<file path="src/rtl/prog_loader.sv">
// Boot-time program loader: parses a length-prefixed byte frame, writes big-endian
// words into core memory from BASE_ADDR, and releases the core only on a good XOR checksum.
module prog_loader #(
  parameter int ADDR_W    = 10,
  parameter int BASE_ADDR = 0
) (
  input  logic              clk1,
  input  logic              rst,
  input  logic              in_valid,
  input  logic [7:0]        in_byte,
  output logic              in_ready,
  output logic              mem_we,
  output logic [ADDR_W-1:0] mem_addr,
  output logic [31:0]       mem_wdata,
  output logic              core_run,
  output logic              load_err,
  output logic [ADDR_W:0]   words_loaded
);

  typedef enum logic [2:0] {
    S_LEN_HI, S_LEN_LO, S_DATA, S_CSUM, S_DONE, S_ERR
  } state_t;

  localparam logic [16:0] MAX_WORDS = 17'((1 << ADDR_W) - BASE_ADDR);

  state_t            state_q, state_d;
  logic [15:0]       len_q, len_d;
  logic [1:0]        cnt_q, cnt_d;
  logic [23:0]       asm_q, asm_d;
  logic [7:0]        csum_q, csum_d;
  logic              in_ready_q, in_ready_d;
  logic              mem_we_q, mem_we_d;
  logic [ADDR_W-1:0] mem_addr_q, mem_addr_d;
  logic [31:0]       mem_wdata_q, mem_wdata_d;
  logic              core_run_q, core_run_d;
  logic              load_err_q, load_err_d;
  logic [ADDR_W:0]   words_q, words_d;

  logic        xfer;
  logic [15:0] n_len;

  always_comb begin
    state_d     = state_q;
    len_d       = len_q;
    cnt_d       = cnt_q;
    asm_d       = asm_q;
    csum_d      = csum_q;
    mem_we_d    = 1'b0;
    mem_addr_d  = mem_addr_q;
    mem_wdata_d = mem_wdata_q;
    words_d     = words_q;
    xfer        = in_valid && in_ready_q;
    n_len       = {len_q[15:8], in_byte};

    case (state_q)
      S_LEN_HI: if (xfer) begin
        len_d[15:8] = in_byte;
        csum_d      = csum_q ^ in_byte;
        state_d     = S_LEN_LO;
      end
      S_LEN_LO: if (xfer) begin
        len_d  = n_len;
        csum_d = csum_q ^ in_byte;
        if ({1'b0, n_len} > MAX_WORDS) state_d = S_ERR;
        else if (n_len == 16'd0)       state_d = S_CSUM;
        else                           state_d = S_DATA;
      end
      S_DATA: if (xfer) begin
        csum_d = csum_q ^ in_byte;
        asm_d  = {asm_q[15:0], in_byte};
        cnt_d  = cnt_q + 2'd1;
        if (cnt_q == 2'd3) begin
          // words_q doubles as the word index: both start at zero and step together
          mem_we_d    = 1'b1;
          mem_wdata_d = {asm_q, in_byte};
          mem_addr_d  = ADDR_W'(BASE_ADDR) + words_q[ADDR_W-1:0];
          words_d     = words_q + 1'b1;
          if (32'(words_q) + 32'd1 == 32'(len_q)) state_d = S_CSUM;
        end
      end
      S_CSUM: if (xfer) begin
        state_d = (in_byte == csum_q) ? S_DONE : S_ERR;
      end
      default: ;
    endcase

    in_ready_d = !(state_d == S_DONE || state_d == S_ERR);
    core_run_d = (state_d == S_DONE);
    load_err_d = (state_d == S_ERR);
  end

  always_ff @(posedge clk1) begin
    if (rst) begin
      state_q     <= S_LEN_HI;
      len_q       <= '0;
      cnt_q       <= '0;
      asm_q       <= '0;
      csum_q      <= '0;
      in_ready_q  <= 1'b0;
      mem_we_q    <= 1'b0;
      mem_addr_q  <= ADDR_W'(BASE_ADDR);
      mem_wdata_q <= '0;
      core_run_q  <= 1'b0;
      load_err_q  <= 1'b0;
      words_q     <= '0;
    end else begin
      state_q     <= state_d;
      len_q       <= len_d;
      cnt_q       <= cnt_d;
      asm_q       <= asm_d;
      csum_q      <= csum_d;
      in_ready_q  <= in_ready_d;
      mem_we_q    <= mem_we_d;
      mem_addr_q  <= mem_addr_d;
      mem_wdata_q <= mem_wdata_d;
      core_run_q  <= core_run_d;
      load_err_q  <= load_err_d;
      words_q     <= words_d;
    end
  end

  assign in_ready     = in_ready_q;
  assign mem_we       = mem_we_q;
  assign mem_addr     = mem_addr_q;
  assign mem_wdata    = mem_wdata_q;
  assign core_run     = core_run_q;
  assign load_err     = load_err_q;
  assign words_loaded = words_q;

endmodule

</file>
<file path="config.mk">
export PLATFORM = sky130hd
export DESIGN_NAME = prog_loader
export DESIGN_NICKNAME = d
export VERILOG_FILES = /design/src/rtl/prog_loader.sv
export SDC_FILE = /design/constraint.sdc
export NUM_CORES = 1
export LEC_CHECK = 0
export ABC_AREA = 1
export ABC_CLOCK_PERIOD_IN_PS = 2000
export CORE_ASPECT_RATIO = 1.75
export CORE_MARGIN = 4
export CORE_UTILIZATION = 53
export CTS_CLUSTER_DIAMETER = 30
export DETAILED_ROUTE_END_ITERATION = 10
export PLACE_DENSITY = 0.84
export SETUP_SLACK_MARGIN = 0.05
export SLEW_MARGIN = 40
export SYNTH_ARGS = -nofsm -noshare
export SYNTH_HDL_FRONTEND = slang
export SYNTH_SLANG_ARGS = --single-unit
</file>
<file path="constraint.sdc">
create_clock -name clk1 -period 2 [get_ports clk1]
set_input_delay 0.2 -clock clk1 [delete_from_list [all_inputs] [get_ports clk1]]
set_output_delay 0.2 -clock clk1 [all_outputs]
set_load 0.005 [all_outputs]
</file>
==> flow_results.org <==
** Route
- For this block, the via count after detailed routing is 4182.
- The detail route stage leaves a number of antenna-violating nets equal to 0.
- For this block, the routed nets add up to 11260 um of wire.
- DRT iter0 DRCs :: 190
- Residual DRC :: 0
- The first detailed-routing pass ran for 7 iterations.
- Dividing the detail-routed wire length by the instance count gives 14.81 um.
- Vias per std cell :: 5.503

** Flow run
- The tool flagged a number of max-cap violations equal to 0.

** Yosys
- Number of flops mapped to enable cells by yosys :: 0
- Most common cell in the netlist :: dfxtp_1
- Counting flops and latches in the post-synthesis netlist gives 110.
- In the synthesized netlist the async set-or-reset flop fraction comes to 0%.
- During synthesis, Yosys emitted a total of 0 warnings.
- Counting every net in the synthesized netlist gives 613.
- In this run the biggest area consumer among cell types represents 49.16% of the synthesized area.
- After technology mapping, the gate count stands at 600.
- The commonest cells after synthesis are 110 x dfxtp_1, 102 x o21ai_0, 79 x a21oi_1.
- By area the synthesized netlist is led by dfxtp_1 49%, o21ai_0 11%, a21oi_1 8.8%.
- Post-synthesis area per instance :: 7.465 um2
- For this run, the leading register cell type out of synthesis is dfxtp_1.
- Proportion of synthesized chip area in sequential cells :: 49.16%
- Area of the mapped netlist :: 4479 um2
- Cell taking the most area after synthesis :: dfxtp_1
- The netlist uses 27 different library cells.

** Place
- HPWL reported at the end of detailed placement :: 8076 um
- Timing analysis after detailed placement gives a worst setup slack of 0.08224 ns.
- Routability Congestion :: 0.9140
- Post-placement cell count :: 744
- Post-detailed-placement cell area :: 5299 um2
- The count of buffers added on input and output ports is 67.

** Timing
- At the pin with the least slew margin, the transition time is 0.3700 ns.
- The worst pin sits at a relative slew slack of 75.30%.
- Fin Clk Skew :: 0.005821 ns
- The clock period could shrink to 1.767 ns.
- Setup repair after global routing left no endpoint under its margin.
- Fmax :: 566.0 MHz
- In the final timing run, aggregate negative setup slack is 0 ns.
- Count of endpoints failing hold in the final timing report :: 0
- Setup slack closes at 0.2333 ns.
- The max-slew violation count was 0.
- Setup violations remaining at the end of the flow were counted as 0.
- The final critical path takes up 88.34% of the cycle.

** CTS
- The later pin in the worst-skew pair is clocked with a latency of 0.35 ns.
- TritonCTS clock tree :: built
- In this run the deepest clock path goes through 2 buffers.
- Clock Root Buffer :: clkbuf_16
- After clock tree synthesis, the clock-pin slew on the worst setup and hold paths is 0.08 ns.
- TritonCTS created 9 clock buffers.
- The H-tree was split into 3 levels.
- CTS saw 110 sinks.
- Post-cts hold buffer count :: 0

** Layout
- The multi-input combinational cells in the finished layout cover a total of 1894 um2.
- Total area of sequential cells :: 2203 um2
- FILL cells :: 661
- Fraction of the core area covered by cells at the end of the flow :: 68.12%
- Of the cells placed in the final design, the portion with a size suffix greater than 1 is 6.886%.
- Final Non-Filler Cells :: 760
- Compared with the post-synthesis result, the final layout area differs by 25.59%.
- With fillers left out, the area of the finished cells amounts to 5625 um2.
- Nets :: 676
- 0 antenna diodes ended up in the layout.

** Die
- The floorplan has 44 rows.
- The floorplan step defined a core boundary enclosing 8258 um2.
- Starting density of the core :: 54.24%
- Die Y-Extent :: 129.6 um
- In this run the horizontal extent of the chip is 77.50 um.
- 68 I/O pins were placed.
- Area of the die :: 10040 um2

** Worst setup path
- Worst endpoint required time :: 2.30 ns
- Top Family by Delay on Critical Path :: simple AND/OR/NAND/NOR gates
- Slowest cell on crit path :: dfxtp_1
- Data arrival time of the worst path :: 2.06 ns
- Largest stage delay on the critical path :: 0.40 ns
- Largest fanout on the critical path :: 5
- The worst setup path is captured at a flop.
- Cells traversed along the worst timing path :: buf_4 > nand3_4 > inv_4 > nand2_1 > nand2_1 > nand2_1 > nand2_1 > nand2_1 > nor2_1 > nand3_1 > o21bai_2 > nand2_1 > nor2_1
- For flop-to-flop paths, the worst setup slack is 0.23 ns.
- The critical path is of the flop to flop type.
- STA classifies the critical path startpoint as a flop.
- Critical path buffers and inverters :: 2
- Most used cell along the critical path :: nand2_1

** Pwr
- Net switching is 25.42% of the power.
- Worst ir drop on vdd :: 0.5697 mV
- Clk network pwr share :: 40.4%
- Reg power frac :: 52.2%
- Per report_power, the combinational group accounts for 7.4% of the total.
- Areal power density over the cells :: 773.0 nW/um2
- Cell internal power was estimated by the tool at 3243 uW.
- Net Switching :: 1106 uW
- For this design the static power due to leakage is 0.002218 uW.

** GRT
- Residual overflow from global routing :: 0
- Global routing consumed, over all layers together, 22.98% of the routing resources.
- The first global-routing pass estimated 18410 um of wire.
- Antenna violations before repair :: 0
- The number of global-route vias before repair is 3979.
- Largest net degree at the start of global routing :: 63

** Hold path
- Tightest Hold Check Type :: flop to flop

** Status
- Result of the run :: completed
[final cells by class]
cell class	count	area share, %
flip-flops and latches	110	39.17
multi-input cells	381	33.67
repair buffers	82	14.59
inverters	79	5.316
clock buffers	9	4.004
well taps	92	2.046
clock inverters	7	1.201
[power groups by stage]
stage	Combinational [uW]	Clock [uW]	Sequential (uW)
floorplan	209	0	2310
global placement	306	0	2320
detailed placement	316	0	2320
CTS	319	1780	2270
global route	361	1870	2280
finish	322	1760	2270
[worst paths after layout]
path	endpoint	cells past startpoint	startpoint
setup / recovery	state_q[0]	13	words_loaded[0]
hold / removal	len_q[12]	2	len_q[12]
setup reg to reg	state_q[0]	13	words_loaded[0]
hold reg to reg	len_q[12]	2	len_q[12]
[placed cells by master, fill, tap and decap left out, drive strengths merged, types with 3 or more instances in the layout]
master / instances
dfxtp: 110
o21ai: 102
inv: 85
a21oi: 79
nand2: 79
clkdlybuf4s50: 67
nor2: 54
nand3: 43
buf: 15
clkbuf: 9
xor2: 5
a31oi: 5
nand4: 3
[through the flow]
step                hold WS, ns  total power, uW
CTS                      0.4510             4372
detailed placement       0.4388             2638
finish                   0.4521             4349
global placement         0.4327             2624
global route             0.4736             4507
floorplan                0.2955             2522
[layer usage]
| metal | global-route usage, % | routed length [um] | vias to the layer above |
|---|---|---|---|
| li1 | - | - | 2095 |
| met5 | 0 | 0 | - |
| met2 | 40.40 | 5774 | 162 |
| met3 | 4.172 | 648 | 26 |
| met1 | 26.00 | 4461 | 1899 |
| met4 | 13.10 | 374 | 0 |
[kinds of logic after synthesis]
family | count (synthesis) | share of synthesized area (%)
adders and majority gates | 2 | 0.5586
xor gates and xnor gates | 8 | 1.871
AOI/OAI and AO/OA | 190 | 21.68
buffers and inverters | 109 | 9.218
and+or+nand+nor | 181 | 17.51
DFF | 110 | 49.16
[registers in the layout (all words and copies together), names as in the netlist, 2 cells and up]
name	count
mem_wdata	32
words_loaded	11
mem_addr	10
cnt_q	2
len_q	16
csum_q	8
asm_q	24
state_q	3
[worst register-to-register path: cells and delay by family, from the launching register on]
kind | cells | cell delay (ns)
flops | 1 | 0.40
simple gates | 10 | 0.88
compound gates | 1 | 0.14
buf+inv | 2 | 0.29
[timing repair]
item	in CTS	in global routing
resized for setup	0	9
setup endpoints to repair	0	3
buffers inserted	0	0
Power figures use the tool's default switching activity.
